===== src/rtl/spi_fifo_bridge.sv =====
// Wishbone-slave TX/RX word FIFOs feeding the SPI shift stage, one transfer per go/done handshake.
// Optional interrupt output and CTRL.ie bit: define SPI_FIFO_BRIDGE_IRQ_EN.
module spi_fifo_bridge #(
    parameter  int DW    = 32,
    parameter  int DEPTH = 8,
    localparam int AW    = $clog2(DEPTH)
) (
    input  logic          wb_clk_i,
    input  logic          wb_rst_i,
    input  logic [1:0]    wb_adr_i,
    input  logic [31:0]   wb_dat_i,
    output logic [31:0]   wb_dat_o,
    input  logic [3:0]    wb_sel_i,
    input  logic          wb_we_i,
    input  logic          wb_stb_i,
    input  logic          wb_cyc_i,
    output logic          wb_ack_o,
    output logic          wb_err_o,
    output logic [DW-1:0] o_tx_data,
    output logic          o_go,
    input  logic          i_done,
    input  logic [DW-1:0] i_rx_data
`ifdef SPI_FIFO_BRIDGE_IRQ_EN
    ,
    output logic          wb_int_o
`endif
);

    localparam logic [AW:0]   LP_FULL    = (AW+1)'(DEPTH);
    localparam logic [AW:0]   LP_CNT_ONE = (AW+1)'(1);
    localparam logic [AW-1:0] LP_PTR_ONE = AW'(1);

    typedef enum logic {
        ST_IDLE,
        ST_BUSY
    } state_t;

    state_t        r_state;
    logic          r_go;
    logic [DW-1:0] r_tx_data;

    logic [DW-1:0] r_tx_mem [DEPTH];
    logic [DW-1:0] r_rx_mem [DEPTH];
    logic [AW-1:0] r_tx_wp, r_tx_rp, r_rx_wp, r_rx_rp;
    logic [AW:0]   r_tx_cnt, r_rx_cnt;

    logic          r_ack, r_err;
    logic [31:0]   r_dat;
    logic          r_en;
`ifdef SPI_FIFO_BRIDGE_IRQ_EN
    logic          r_ie;
    logic          r_int;
`endif

    logic          w_req, w_dat_wr, w_dat_rd, w_ctrl_wr, w_clr;
    logic          w_tx_empty, w_tx_full, w_rx_empty, w_rx_full, w_busy;
    logic          w_tx_push, w_rx_pop, w_rx_push, w_start, w_bus_err;
    logic [31:0]   w_status, w_ctrl_rd, w_rd_data;
    logic          w_unused_sel;

    assign w_req      = wb_cyc_i & wb_stb_i & ~r_ack & ~r_err;
    assign w_dat_wr   = w_req & wb_we_i & (wb_adr_i == 2'd0);
    assign w_dat_rd   = w_req & ~wb_we_i & (wb_adr_i == 2'd0);
    assign w_ctrl_wr  = w_req & wb_we_i & (wb_adr_i == 2'd2) & wb_sel_i[0];
    assign w_clr      = w_ctrl_wr & wb_dat_i[1];

    assign w_tx_empty = (r_tx_cnt == '0);
    assign w_tx_full  = (r_tx_cnt == LP_FULL);
    assign w_rx_empty = (r_rx_cnt == '0);
    assign w_rx_full  = (r_rx_cnt == LP_FULL);
    assign w_busy     = (r_state == ST_BUSY);

    assign w_tx_push  = w_dat_wr & ~w_tx_full;
    assign w_rx_pop   = w_dat_rd & ~w_rx_empty;
    assign w_rx_push  = w_busy & i_done;
    // Decision uses registered counts; a same-edge clr suppresses the start and its TX pop.
    assign w_start    = ~w_busy & r_en & ~w_tx_empty & ~w_rx_full & ~w_clr;
    assign w_bus_err  = (w_dat_wr & w_tx_full) | (w_dat_rd & w_rx_empty);

    assign w_status = {8'h00, 8'(r_rx_cnt), 8'(r_tx_cnt), 3'b000,
                       w_busy, w_rx_full, w_rx_empty, w_tx_full, w_tx_empty};
`ifdef SPI_FIFO_BRIDGE_IRQ_EN
    assign w_ctrl_rd = {29'd0, r_ie, 1'b0, r_en};
`else
    assign w_ctrl_rd = {31'd0, r_en};
`endif

    assign w_unused_sel = &{1'b0, wb_sel_i[3:1]};

    always_comb begin
        w_rd_data = '0;
        case (wb_adr_i)
            2'd0:    w_rd_data = 32'(r_rx_mem[r_rx_rp]);
            2'd1:    w_rd_data = w_status;
            2'd2:    w_rd_data = w_ctrl_rd;
            default: w_rd_data = '0;
        endcase
    end

    always_ff @(posedge wb_clk_i or negedge wb_rst_i) begin
        if (!wb_rst_i) begin
            r_ack <= 1'b0;
            r_err <= 1'b0;
            r_dat <= '0;
        end else begin
            r_ack <= w_req & ~w_bus_err;
            r_err <= w_bus_err;
            r_dat <= (w_req & ~wb_we_i & ~w_bus_err) ? w_rd_data : '0;
        end
    end

    always_ff @(posedge wb_clk_i or negedge wb_rst_i) begin
        if (!wb_rst_i) begin
            r_en <= 1'b0;
`ifdef SPI_FIFO_BRIDGE_IRQ_EN
            r_ie <= 1'b0;
`endif
        end else if (w_ctrl_wr) begin
            r_en <= wb_dat_i[0];
`ifdef SPI_FIFO_BRIDGE_IRQ_EN
            r_ie <= wb_dat_i[2];
`endif
        end
    end

    always_ff @(posedge wb_clk_i) begin
        if (w_tx_push)
            r_tx_mem[r_tx_wp] <= wb_dat_i[DW-1:0];
        if (w_rx_push)
            r_rx_mem[w_clr ? '0 : r_rx_wp] <= i_rx_data;
    end

    always_ff @(posedge wb_clk_i or negedge wb_rst_i) begin
        if (!wb_rst_i) begin
            r_tx_wp  <= '0;
            r_tx_rp  <= '0;
            r_tx_cnt <= '0;
        end else if (w_clr) begin
            r_tx_wp  <= '0;
            r_tx_rp  <= '0;
            r_tx_cnt <= '0;
        end else begin
            if (w_tx_push)
                r_tx_wp <= r_tx_wp + LP_PTR_ONE;
            if (w_start)
                r_tx_rp <= r_tx_rp + LP_PTR_ONE;
            case ({w_tx_push, w_start})
                2'b10:   r_tx_cnt <= r_tx_cnt + LP_CNT_ONE;
                2'b01:   r_tx_cnt <= r_tx_cnt - LP_CNT_ONE;
                default: r_tx_cnt <= r_tx_cnt;
            endcase
        end
    end

    // A completion landing on the clr edge becomes the sole entry of the emptied RX FIFO.
    always_ff @(posedge wb_clk_i or negedge wb_rst_i) begin
        if (!wb_rst_i) begin
            r_rx_wp  <= '0;
            r_rx_rp  <= '0;
            r_rx_cnt <= '0;
        end else if (w_clr) begin
            r_rx_rp  <= '0;
            r_rx_wp  <= w_rx_push ? LP_PTR_ONE : '0;
            r_rx_cnt <= w_rx_push ? LP_CNT_ONE : '0;
        end else begin
            if (w_rx_push)
                r_rx_wp <= r_rx_wp + LP_PTR_ONE;
            if (w_rx_pop)
                r_rx_rp <= r_rx_rp + LP_PTR_ONE;
            case ({w_rx_push, w_rx_pop})
                2'b10:   r_rx_cnt <= r_rx_cnt + LP_CNT_ONE;
                2'b01:   r_rx_cnt <= r_rx_cnt - LP_CNT_ONE;
                default: r_rx_cnt <= r_rx_cnt;
            endcase
        end
    end

    always_ff @(posedge wb_clk_i or negedge wb_rst_i) begin
        if (!wb_rst_i) begin
            r_state   <= ST_IDLE;
            r_go      <= 1'b0;
            r_tx_data <= '0;
        end else begin
            case (r_state)
                ST_IDLE: begin
                    if (w_start) begin
                        r_go      <= 1'b1;
                        r_tx_data <= r_tx_mem[r_tx_rp];
                        r_state   <= ST_BUSY;
                    end
                end
                ST_BUSY: begin
                    if (i_done) begin
                        r_go    <= 1'b0;
                        r_state <= ST_IDLE;
                    end
                end
                default: r_state <= ST_IDLE;
            endcase
        end
    end

`ifdef SPI_FIFO_BRIDGE_IRQ_EN
    always_ff @(posedge wb_clk_i or negedge wb_rst_i) begin
        if (!wb_rst_i)
            r_int <= 1'b0;
        else
            r_int <= r_ie & (~w_rx_empty | (w_tx_empty & ~w_busy));
    end

    assign wb_int_o = r_int;
`endif

    assign wb_ack_o  = r_ack;
    assign wb_err_o  = r_err;
    assign wb_dat_o  = r_dat;
    assign o_go      = r_go;
    assign o_tx_data = r_tx_data;

endmodule


===== config.mk =====
export PLATFORM = sky130hd
export DESIGN_NAME = spi_fifo_bridge
export DESIGN_NICKNAME = d
export VERILOG_FILES = /design/src/rtl/spi_fifo_bridge.sv
export SDC_FILE = /design/constraint.sdc
export NUM_CORES = 1
export LEC_CHECK = 0
export ABC_AREA = 0
export BUFFER_PORTS_ARGS = -buffer_cell sky130_fd_sc_hd__buf_2
export CORE_AREA = 10 10 219 221
export DETAILED_ROUTE_END_ITERATION = 10
export DIE_AREA = 0 0 229 231
export PLACE_DENSITY = 0.76
export SYNTH_ARGS = -nofsm -noshare
export SYNTH_HDL_FRONTEND = slang
export SYNTH_SLANG_ARGS = --single-unit

===== constraint.sdc =====
create_clock -name wb_clk_i -period 4.6 [get_ports wb_clk_i]
set_input_delay 0.92 -clock wb_clk_i [delete_from_list [all_inputs] [get_ports wb_clk_i]]
set_output_delay 0.92 -clock wb_clk_i [all_outputs]
set_load 0.005 [all_outputs]

# Yosys cells after proc, flatten, opt, wreduce, memory -nomap -nowiden
# Memory sizes are Yosys's and may differ from the RTL's. A register that Yosys moved wholly into a read port is not among the register bits.
# Cells that the tools add are included.
# Widths: inputs -> output; s select.
word_totals:
  reg_bits: 57
  ramBits: 512
  in_bits: 76
  out_inout_bits: 67
  elab_cells: 103
  memories: 2
op_classes:
  n_addsub: 8
  n_eq_ne: 10
  n_mux: 27
  bitwise_logic: 32
  reduce_logical: 12
mem_list:
  columns: ["name", "depth", "width", "rd", "rd_clocked_by_memory_dff", "write_ports", "line", "source"]
  rows:
  - ["r_rx_mem", 8, 32, 1, 0, 1, "43", "logic [DW-1:0] r_rx_mem [DEPTH];"]
  - ["r_tx_mem", 8, 32, 1, 1, 1, "42", "logic [DW-1:0] r_tx_mem [DEPTH];"]
op_table:
  columns: ["operator", "count"]
  rows:
  - ["$pmux 32 s3", 1]
  - ["$mux 32", 1]
  - ["$mux 3", 9]
  - ["$and 1x1->1", 21]
  - ["$pmux 4 s2", 2]
  - ["$add 3x1->3 const B", 4]
  - ["$mux 1", 10]
  - ["$not 1->1", 10]
  - ["$add 4x1->4 const B", 2]
  - ["$eq 4x4->1 const B", 2]
  - ["$logic_not 4->1", 2]
  - ["$mux 4", 2]
  - ["$reduce_bool 2->1", 4]
  - ["$sub 4x1->4 const B", 2]
  - ["$eq 2x1->1 const B", 3]
  - ["$eq 2x2->1 const B", 3]
  - ["$reduce_bool 3->1", 2]
  - ["$ne 2x2->1 const B", 2]
  - ["$pmux 1 s2", 2]
  - ["$reduce_and 2->1", 2]
  - ["$logic_not 2->1", 1]
  - ["$logic_not 1->1", 1]
  - ["$or 1x1->1", 1]

# Logic depth before layout (Yosys ltp)
# Gate-level depths: netlist (run 1).
logic_depth:
  word_depth: 12
  ltp_mapped: 11

# Worst setup path before layout (run 1)
# Ideal clock, no wire load.
synth_path:
  path_type: "input-to-reg"
  start: "input port wb_adr_i[0]"
  end: "memory r_tx_mem[0][0], enable pin"
  setup_time_ps: 501
  arrival_time_ps: 4726
  required_ps: 4099
  path_slack_ps: -627
  stages: 4
  path_cell_list: "clkbuf_1 nor3b_2 nand3_4 nor4_1"
synth_via:
  elab_chain_len: 5
synth_lines:
  columns: ["element", "line", "source"]
  rows:
  - ["start: declaration", "10", "input logic [1:0] wb_adr_i,"]
  - ["$logic_not 2->1", "62", "assign w_dat_wr = w_req & wb_we_i & (wb_adr_i == 2'd0);"]
  - ["$and 1x1->1", "62", null]
  - ["$and 1x1->1", "73", "assign w_tx_push = w_dat_wr & ~w_tx_full;"]
  - ["$mux 1", "127", "if (w_tx_push)"]
  - ["$mux 1 (not written as such)", "128", "r_tx_mem[r_tx_wp] <= wb_dat_i[DW-1:0];"]
  - ["end: declaration", "42", null]
# Every way passes these cells.

# Worst setup path after layout (run 1)
layout_path:
  start: "register r_tx_cnt[1]"
  end: "register r_tx_cnt[2]"
layout_via:
  elab_chain_len: 8
  elab_cells_between_ends: 15
  classes_between: "add/sub: 2; eq/ne: 3; mux: 2; bitwise: 6; reduce/logical: 2"
layout_lines:
  columns: ["element", "line", "source"]
  rows:
  - ["start: declaration", "45", "logic [AW:0] r_tx_cnt, r_rx_cnt;"]
  - ["start signal: assignment", "148", "2'b10: r_tx_cnt <= r_tx_cnt + LP_CNT_ONE;"]
  - ["start signal: assignment", "149", "2'b01: r_tx_cnt <= r_tx_cnt - LP_CNT_ONE;"]
  - ["start signal: assignment", "150", "default: r_tx_cnt <= r_tx_cnt;"]
  - ["$logic_not 4->1", "67", "assign w_tx_empty = (r_tx_cnt == '0);"]
  - ["$not 1->1", "77", "assign w_start = ~w_busy & r_en & ~w_tx_empty & ~w_rx_full & ~w_clr;"]
  - ["$and 1x1->1 (3 in a row)", "77", null]
  - ["$eq 2x1->1 / $eq 2x2->1 (equally long branches)", "147", "case ({w_tx_push, w_start})"]
  - ["$pmux 4 s2", "147", null]
  - ["$mux 4", "138", "end else if (w_clr) begin"]
# Several ways; a longest one is shown, not always the timed one.
# A chain may end at the register's enable or synchronous reset.

==> impl_metrics.yaml, run 1 <==
run_status:
  status: "completed"
placement:
  hpwl_um: 25800
  port_buffers: 139
  gp_congestion: 0.7294
logic_synthesis:
  ys_ff_latch: 601
  synth-edff-count: 512
  synth.distinct_cells: 55
  syn_area_mm2: 0.02319
  synth_ff_type: "edfxtp_1"
  syn_inst: 1070
  synthArstFlopShare_pct: 14.81
  syn-num-nets: 1154
  yosysSeqAreaShare_pct: 75.89
  yosysWarnings: 0
  synth_top_area_share_pct: 66.29
  avgSynthCellArea_um2: 21.68
  synth_largest_area_cell: "edfxtp_1"
  synthTopCellsByArea: "edfxtp_1, mux4_2, dfrtp_1"
drt:
  antenna_left: 0
  wirelength_um: 46470
  vias: 10950
  drtIter0Drc: 833
  dr.pass1.iters: 5
  route.detailed.drc: 0
  wire_per_inst_um: 24.60
  vias_per_cell: 5.798
timing:
  rsz0062_at_grt: "no"
  fin_setup_tns_ns: 0
  max_freq_mhz: 357.5
  post-route-period-util_pct: 60.81
  finalClockSkew_ns: 0.01522
  slew_headroom_pct: 24.41
  setup_viol: 0
  max_slew.worst_pin.slew_ns: 1.134
  hold_violations: 0
  slew_viol_final: 0
  min_period_ns: 2.797
job:
  drv_cap: 0
die:
  io_pins: 143
  core_area_mm2: 0.04374
  start_util_pct: 53.03
  die_h_um: 231
  rows: 77
  die_area_mm2: 0.05290
  die_width_um: 229
clock_tree:
  tritoncts: "yes"
  cts_hold_buf: 0
  path_clk_slew_ns: 0.06
  cts_buffers: 58
  clkSinkCount: 601
  post-cts-setup-buffers: 0
  cts-root-buf: "clkbuf_16"
  cts.path.max_buffers: 3
  htree_levels: 2
  clk_latency_ns: 0.60
  ctsResizeCount: 0
setup_path:
  crit_fanout: 9
  arrival_ns: 3.31
  worstSetupPathType: "flip-flop to flip-flop"
  worstSetupStartpointType: "flip-flop"
  worstPathRequired_ns: 5.11
  critical_path.endpoint_type: "flip-flop"
  regToRegSetupSlack_ns: 1.80
power:
  p_leak_uw: 0.009130
  totalPowerFinal_uw: 14520
  vdd_ir_drop_max_mv: 0.3622
  powerDensity_mw_per_mm2: 546.0
layout:
  drive_gt1_share_pct: 37.37
  syn2layout_area_growth_pct: 14.62
  final_nets: 1329
  nFillCells: 3092
global_routing:
  grt_max_degree: 44
  grt_pass1_vias: 11780
  antenna_found_initial: 7
  grt_pass1_wl_um: 71860
  overflow: 0
  grtUsageTotal_pct: 17.71
min_path:
  min_path_type: "primary input to async pin"
-- worst paths after layout --
path	startpoint	to	cells after the start
hold reg to reg	o_tx_data[21]$_DFFE_PN0P_	o_tx_data[21]$_DFFE_PN0P_	1
max in group asynchronous	wb_rst_i	r_rx_rp[0]$_DFFE_PN0P_	2
setup / recovery	r_tx_cnt[1]$_DFFE_PN0P_	r_tx_cnt[2]$_DFFE_PN0P_	8
hold / removal	wb_rst_i	o_tx_data[10]$_DFFE_PN0P_	1
min in group wb_clk_i	o_tx_data[21]$_DFFE_PN0P_	o_tx_data[21]$_DFFE_PN0P_	1
setup reg to reg	r_tx_cnt[1]$_DFFE_PN0P_	r_tx_cnt[2]$_DFFE_PN0P_	8
-- stage by stage --
stage	setup WS, ns	hold WS (ns)	cell area (um2)	util, %	instances
floorplan	-0.3621	0.4889	23200	-	1070
global placement	1.249	0.4717	24690	56.44	1777
detailed placement	1.187	0.4762	24690	56.44	1777
CTS	1.786	0.3103	26580	60.77	1887
global route	1.622	0.3369	26580	60.77	1887
finish	1.803	0.3245	26590	60.78	1889
-- logic make-up after synthesis --
family | Yosys count | share of synthesized area, %
DFF | 601 | 75.89
muxes | 236 | 17.81
and+or+nand+nor | 127 | 3.156
buffers and inverters | 58 | 1.430
AOI/OAI and AO/OA | 28 | 0.7660
xor gates and xnor gates | 12 | 0.4855
adders and majority gates | 8 | 0.4639
-- synth_stat cells (all sizes together) (3+ instances only) --
library cell,instances
buf,34
dfrtp,89
nor2,42
clkbuf,21
nand2,15
nor3,14
mux2,73
mux4,128
or4,5
a21oi,8
xnor2,6
nor2b,7
o21ai,5
nor4b,3
nor4,7
a211oi,9
nand3,11
mux2i,35
nand4,3
inv,3
nand2b,7
xor2,6
ha,7
edfxtp,512
-- power by group --
group          switching (uW)  leakage, uW  internal [uW]
clock network            1960     0.000906           2700
logic                    1080      0.00249           1780
registers                 696      0.00574           6300
-- sequential cells by signal (all words and copies together) (netlist names) --
name,flops
o_go,1
r_state,1
r_rx_wp,3
wb_ack_o,1
r_rx_cnt,4
r_rx_rp,3
wb_dat_o,32
r_tx_wp,3
r_tx_mem,256
r_tx_rp,3
wb_err_o,1
r_en,1
o_tx_data,32
r_rx_mem,256
r_tx_cnt,4
-- placed cells by master, fill, tap and decap left out, drive strengths merged, types with 7 or more instances in the layout --
cell,Yosys,final
nand2b,7,7
mux2i,35,35
clkinv,0,19
nand2,15,15
nor2b,7,7
clkbuf,21,80
nand3,11,11
nor3,14,14
mux4,128,128
ha,7,7
mux2,73,73
nor4,7,7
nor2,42,42
clkinvlp,0,7
edfxtp,512,512
a21oi,8,8
buf,34,170
a211oi,9,9
dfrtp,89,89
-- routing by layer --
metal	part of all wire, %	global-route usage (%)
met5	0.16	0
met4	1.9	5.069
met3	5.4	3.618
met2	52	30.96
met1	40	22.09
-- worst max-delay path: stages, from the launching register on --
cell and delay, ns:
dfrtp_1 0.49, or4b_1 0.75, nand3_4 0.26, nand3_1 0.12, xnor2_1 0.18, ha_1 0.22
nand3_1 0.09, or4_1 0.51, o221ai_1 0.08
-- final cells by class --
type | instances | area (um2) | area share [%]
Sequential cell | 601 | 17610 | 66.26
Tap cell | 592 | 740.7 | 2.786
Multi-Input combinational cell | 411 | 5378 | 20.23
Clock inverter | 30 | 265.3 | 0.9977
Timing Repair Buffer | 170 | 943.4 | 3.549
Antenna cell | 2 | 5.005 | 0.01883
Inverter | 3 | 11.26 | 0.04236
Clock buffer | 80 | 1628 | 6.123
Power figures use the tool's default switching activity.
==> run 2: changes to the inputs <==
- clock period: 4.6 -> 2.2 ns (I/O delays scaled with it)
==> run 2 against run 1 <==
  * Die area stayed put
  * Via count increased by 3.3%
  * Largest power group unchanged
  * Sequential share of layout area down 3.3 points
  * Hold slack got worse by 0.27 ns
  * Critical path type unchanged
  * Clock-buffer cell count decreased by 1
  * Register-to-register slack worse by 1.8 ns
  * Highest routed layer unchanged
  * Cell area rose by 5.2%
  * Final cell count up 4.0%
==> impl_metrics.yaml, run 2 (synthesis gave the netlist of run 1 again) <==
layout:
  nFillCells: 2881
  final-seq-area_mm2: 0.01761
  final_nets: 1408
  syn2layout_area_growth_pct: 20.55
  mostFrequentLayoutCells: "edfxtp_1, buf_2, mux4_2"
  layout_commonest_cell: "edfxtp_1"
  drive_gt1_share_pct: 42.09
  multi_input_area_mm2: 0.005560
  stdcell_count: 1965
  top_regs: "r_rx_mem x256, r_tx_mem x256"
global_routing:
  grtUsageTotal_pct: 18.23
  grt_max_degree: 45
  overflow: 0
  grt_pass1_vias: 12080
  antenna_found_initial: 10
  grt_pass1_wl_um: 73470
placement:
  port_buffers: 139
  dp_slack_ns: -0.1731
  placed_cells_incl_taps: 1848
  hpwl_um: 28600
  gp_congestion: 0.7841
timing:
  finalClockSkew_ns: 0.01873
  fin_hold_ws_ns: 0.04955
  postLayoutSetupSlackWorst_ns: 0.02602
  rsz0062_at_grt: "yes"
  hold_violations: 0
  slew_viol_final: 0
  min_period_ns: 2.174
  max_freq_mhz: 460.0
  slew_headroom_pct: 54.65
  setup_viol: 0
  max_slew.worst_pin.slew_ns: 0.6802
  post-route-period-util_pct: 98.82
power:
  totalPowerFinal_uw: 31860
  p_leak_uw: 0.009756
  powerDensity_mw_per_mm2: 1140
  vdd_ir_drop_max_mv: 0.7970
setup_path:
  critPathBufInv: 0
  slowest_stage: "or4_4"
  worstPathRequired_ns: 2.72
  critical_path.endpoint_type: "flip-flop"
  critPathTopFamily: "simple AND/OR/NAND/NOR gates"
  crit_fanout: 2
  arrival_ns: 2.69
  worstSetupPathType: "flip-flop to flip-flop"
  cp_slowest_stage_delay_ns: 0.52
  crit_chain: "nand4bb_4 -> or4_4 -> nand3_2 -> xnor2_2 -> ha_2 -> nand3_2 -> or4_4 -> o221ai_2"
  worstSetupStartpointType: "flip-flop"
clock_tree:
  clk_latency_ns: 0.60
  tritoncts: "yes"
  cts_buffers: 57
  cts.path.max_buffers: 3
  htree_levels: 2
  cts-root-buf: "clkbuf_16"
  clkSinkCount: 601
  path_clk_slew_ns: 0.06
drt:
  drtIter0Drc: 995
  dr.pass1.iters: 5
  wire_per_inst_um: 24.73
  route.detailed.drc: 0
  vias: 11310
  antenna_left: 0
  vias_per_cell: 5.755
  wirelength_um: 48600
run_status:
  status: "completed"
die:
  core_area_mm2: 0.04374
  start_util_pct: 53.03
  die_h_um: 231
  rows: 77
  io_pins: 143
  die_area_mm2: 0.05290
  die_width_um: 229
job:
  drv_cap: 0
min_path:
  min_path_type: "primary input to flip-flop"
-- run 2: cell types whose count changed in the layout (fill, tap and decap cells not counted), sizes merged --
cell         before  now
bufinv            4   10
clkinvlp          7    2
buf             170  246
clkbuf           80   82
dlygate4sd3       0    1
inv               3    6
clkinv           19   12
-- run 2: layout make-up --
class / count / area share [%]
Inverter: 3 / 0.04027
Antenna cell: 2 / 0.01790
Multi-Input combinational cell: 411 / 19.89
Tap cell: 592 / 2.649
Timing Repair Buffer: 250 / 7.303
Clock inverter: 27 / 1.423
Sequential cell: 601 / 63.00
Clock buffer: 79 / 5.683
-- run 2: metal layers --
layer,vias to the layer above,track usage [%],wire (um)
li1,4885,-,-
met1,5892,23.00,18920
met2,427,31.35,25110
met3,93,4.059,3367
met4,12,5.214,1118
met5,-,0,77
-- run 2: power breakdown --
| group | switching, uW | leakage (uW) | internal [uW] |
|---|---|---|---|
| logic | 3460 | 0.00305 | 4340 |
| registers | 629 | 0.00574 | 13200 |
| clock network | 4040 | 0.000965 | 6210 |
| total | 8130 | 0.00976 | 23700 |
-- run 2: final timing paths --
kind	cells after the start	slack [ns]	start	to
max	8	0.03	wb_err_o$_DFF_PN0_	r_tx_cnt[2]$_DFFE_PN0P_
min	2	0.05	i_done	r_state$_DFF_PN0_
max reg2reg	8	0.03	wb_err_o$_DFF_PN0_	r_tx_cnt[2]$_DFFE_PN0P_
min reg2reg	1	0.49	o_tx_data[18]$_DFFE_PN0P_	o_tx_data[18]$_DFFE_PN0P_
max in group asynchronous	3	1.05	wb_rst_i	r_rx_rp[2]$_DFFE_PN0P_
min in group asynchronous	2	0.43	wb_rst_i	o_tx_data[7]$_DFFE_PN0P_
-- run 2: per-stage QoR --
stage          utilization (%)   TNS, ns  instance area, um2
6_report                 63.93         0               27960
2_1_floorplan                -    -76.00               23450
3_5_place_dp             58.88    -1.318               25750
3_3_place_gp             58.88   -0.7166               25750
4_1_cts                  63.53  -0.07160               27790
5_1_grt                  63.92  -0.09995               27960
-- run 2: repair_timing --
| item | in CTS | in global routing |
|---|---|---|
| endpoints found under the setup margin | 18 | 134 |
| hold endpoints to repair | 33 | 0 |
| gates resized for setup | 7 | 10 |
| buffers inserted | 1 | 3 |
| pin swaps | 6 | 6 |
| hold buffers | 1 | 0 |
| cloned | 0 | 4 |
==> run 3: changes to the inputs <==
- CORE_AREA: 10 10 219 221 -> 10 10 246 248
- DIE_AREA: 0 0 229 231 -> 0 0 256 258
- PLACE_DENSITY: 0.76 -> 0.63
- SLEW_MARGIN: unset -> 20
==> run 3 against run 2 <==
  * The flow now finishes with violations (negative setup slack)
  * Combinational power increased by 2.8%
  * Via count fell by 1.3%
  * Core utilization decreased by 13 points
  * Largest cell class unchanged
==> impl_metrics.yaml, run 3 (synthesis gave the netlist of run 1 again) <==
layout:
  drive_gt1_share_pct: 43.61
  final_nets: 1434
  nFillCells: 4502
  syn2layout_area_growth_pct: 22.95
  top_regs: "r_rx_mem x256, r_tx_mem x256"
  layout_commonest_cell: "edfxtp_1"
  utilization_pct: 51.17
  final-seq-area_mm2: 0.01762
  multi_input_area_mm2: 0.005598
  mostFrequentLayoutCells: "edfxtp_1, buf_2, mux4_2"
setup_path:
  arrival_ns: 2.76
  worstPathRequired_ns: 2.73
  cp_slowest_stage_delay_ns: 0.54
  slowest_stage: "or4_4"
  worstSetupStartpointType: "flip-flop"
  critical_path.endpoint_type: "flip-flop"
  crit_chain: "nand4bb_4 -> or4_4 -> nand3_4 -> xnor2_2 -> ha_2 -> nand3_2 -> or4_4 -> o221ai_2"
  worstSetupPathType: "flip-flop to flip-flop"
  r2r_cells: 8
  crit_fanout: 2
  crit_top_cell: "or4_4"
die:
  die_h_um: 258
  die_area_mm2: 0.06605
  die_width_um: 256
  start_util_pct: 41.62
  io_pins: 143
  core_area_mm2: 0.05573
  rows: 87
run_status:
  violations: "negative setup slack"
  status: "finished with violations"
timing:
  setup_viol: 1
  max_freq_mhz: 448.8
  post-route-period-util_pct: 101.3
  fin_hold_ws_ns: 0.09137
  rsz0062_at_grt: "yes"
  max_slew.worst_pin.slew_ns: 0.4613
  slew_headroom_pct: 69.25
  min_period_ns: 2.228
  finalClockSkew_ns: 0.02493
  postLayoutSetupSlackWorst_ns: -0.02830
  slew_viol_final: 0
  hold_violations: 0
placement:
  port_buffers: 139
  hpwl_um: 30200
  dp_slack_ns: -0.2233
  gp_congestion: 0.7812
job:
  drv_cap: 0
clock_tree:
  path_clk_slew_ns: 0.06
  clkSinkCount: 601
  tritoncts: "yes"
  cts_buffers: 60
  clk_latency_ns: 0.61
  cts-root-buf: "clkbuf_16"
  cts.path.max_buffers: 3
  htree_levels: 2
global_routing:
  overflow: 0
  grtUsageTotal_pct: 14.50
  grt_max_degree: 48
  grt_pass1_wl_um: 73790
  antenna_found_initial: 9
  grt_pass1_vias: 11960
drt:
  antenna_left: 0
  wire_per_inst_um: 22.48
  drtIter0Drc: 732
  wirelength_um: 48560
  vias_per_cell: 5.168
  dr.pass1.iters: 4
  vias: 11160
  route.detailed.drc: 0
power:
  vdd_ir_drop_max_mv: 0.7548
  p_switching_uw: 8315
  powerDensity_mw_per_mm2: 1129
  p_leak_uw: 0.009941
  switching_share_pct: 25.83
  totalPowerFinal_uw: 32200
  clockPowerShare_pct: 31.9
  seqPwrFrac_pct: 43.2
  p_comb_share_pct: 24.9
  intPower_uw: 23880
min_path:
  min_path_type: "primary input to flip-flop"
  hold-path-cell-count: 1
run 3: cell count changes in the layout (fill, tap and decap cells not counted), moves of 4 or more:
cell and change:
bufinv_16 -5, clkbuf_8 +4, buf_4 +13, buf_12 +8
run 3: layer usage:
metal | global-route usage [%] | routed length, um | vias up
met5 | 0 | 92 | -
met4 | 3.339 | 707 | 14
met3 | 3.189 | 2552 | 70
met2 | 24.85 | 24820 | 248
met1 | 18.65 | 20390 | 5888
li1 | - | - | 4942
run 3: timing repair:
action,4_1_cts,5_1_grt
buffers inserted,6,9
resized for setup,13,17
gates cloned,0,2
endpoints found under the setup margin,59,113
endpoints found under the hold margin,69,0
pin swaps,11,10
hold buffers,2,0
run 3: area by class of cell:
cell class	instances	area share [%]
inverters	3	0.03949
well taps	756	3.317
clock buffers	87	6.116
repair buffers	273	8.104
diodes	3	0.02632
multi-input cells	411	19.63
clock inverters	26	0.9916
flip-flops and latches	601	61.78
run 3: metrics by stage:
step	instances	TNS (ns)	cell area [um2]
4_1_cts	2146	-0.4875	28310
3_5_place_dp	2026	-7.575	26160
2_1_floorplan	1070	-76.00	23450
5_1_grt	2158	-2.162	28510
3_3_place_gp	2026	-6.484	26160
6_report	2160	-0.02830	28520
run 3: worst paths after layout:
kind,startpoint,end,slack (ns)
max reg2reg,wb_err_o$_DFF_PN0_,r_tx_cnt[2]$_DFFE_PN0P_,-0.03
max in group asynchronous,wb_rst_i,o_tx_data[12]$_DFFE_PN0P_,1.39
min,i_rx_data[24],r_rx_mem[3][24]$_DFFE_PP_,0.09
min reg2reg,o_tx_data[15]$_DFFE_PN0P_,o_tx_data[15]$_DFFE_PN0P_,0.48
min in group asynchronous,wb_rst_i,o_tx_data[16]$_DFFE_PN0P_,0.24
max,wb_err_o$_DFF_PN0_,r_tx_cnt[2]$_DFFE_PN0P_,-0.03
run 3: critical path, delay by kind of cell (launching register included):
kind	cells	cell delay, ns
xor gates and xnor gates	1	0.11
adders and majority gates	1	0.21
and+or+nand+nor	5	1.38
DFF	1	0.38
AOI/OAI and AO/OA	1	0.07
run 3: power groups by stage:
stage / clock network (uW) / registers (uW) / logic, uW
2_1_floorplan: 0 / 13900 / 5520
3_3_place_gp: 0 / 14100 / 7890
3_5_place_dp: 0 / 14100 / 7980
4_1_cts: 10500 / 13900 / 8060
5_1_grt: 11000 / 14000 / 8700
6_report: 10300 / 13900 / 8020
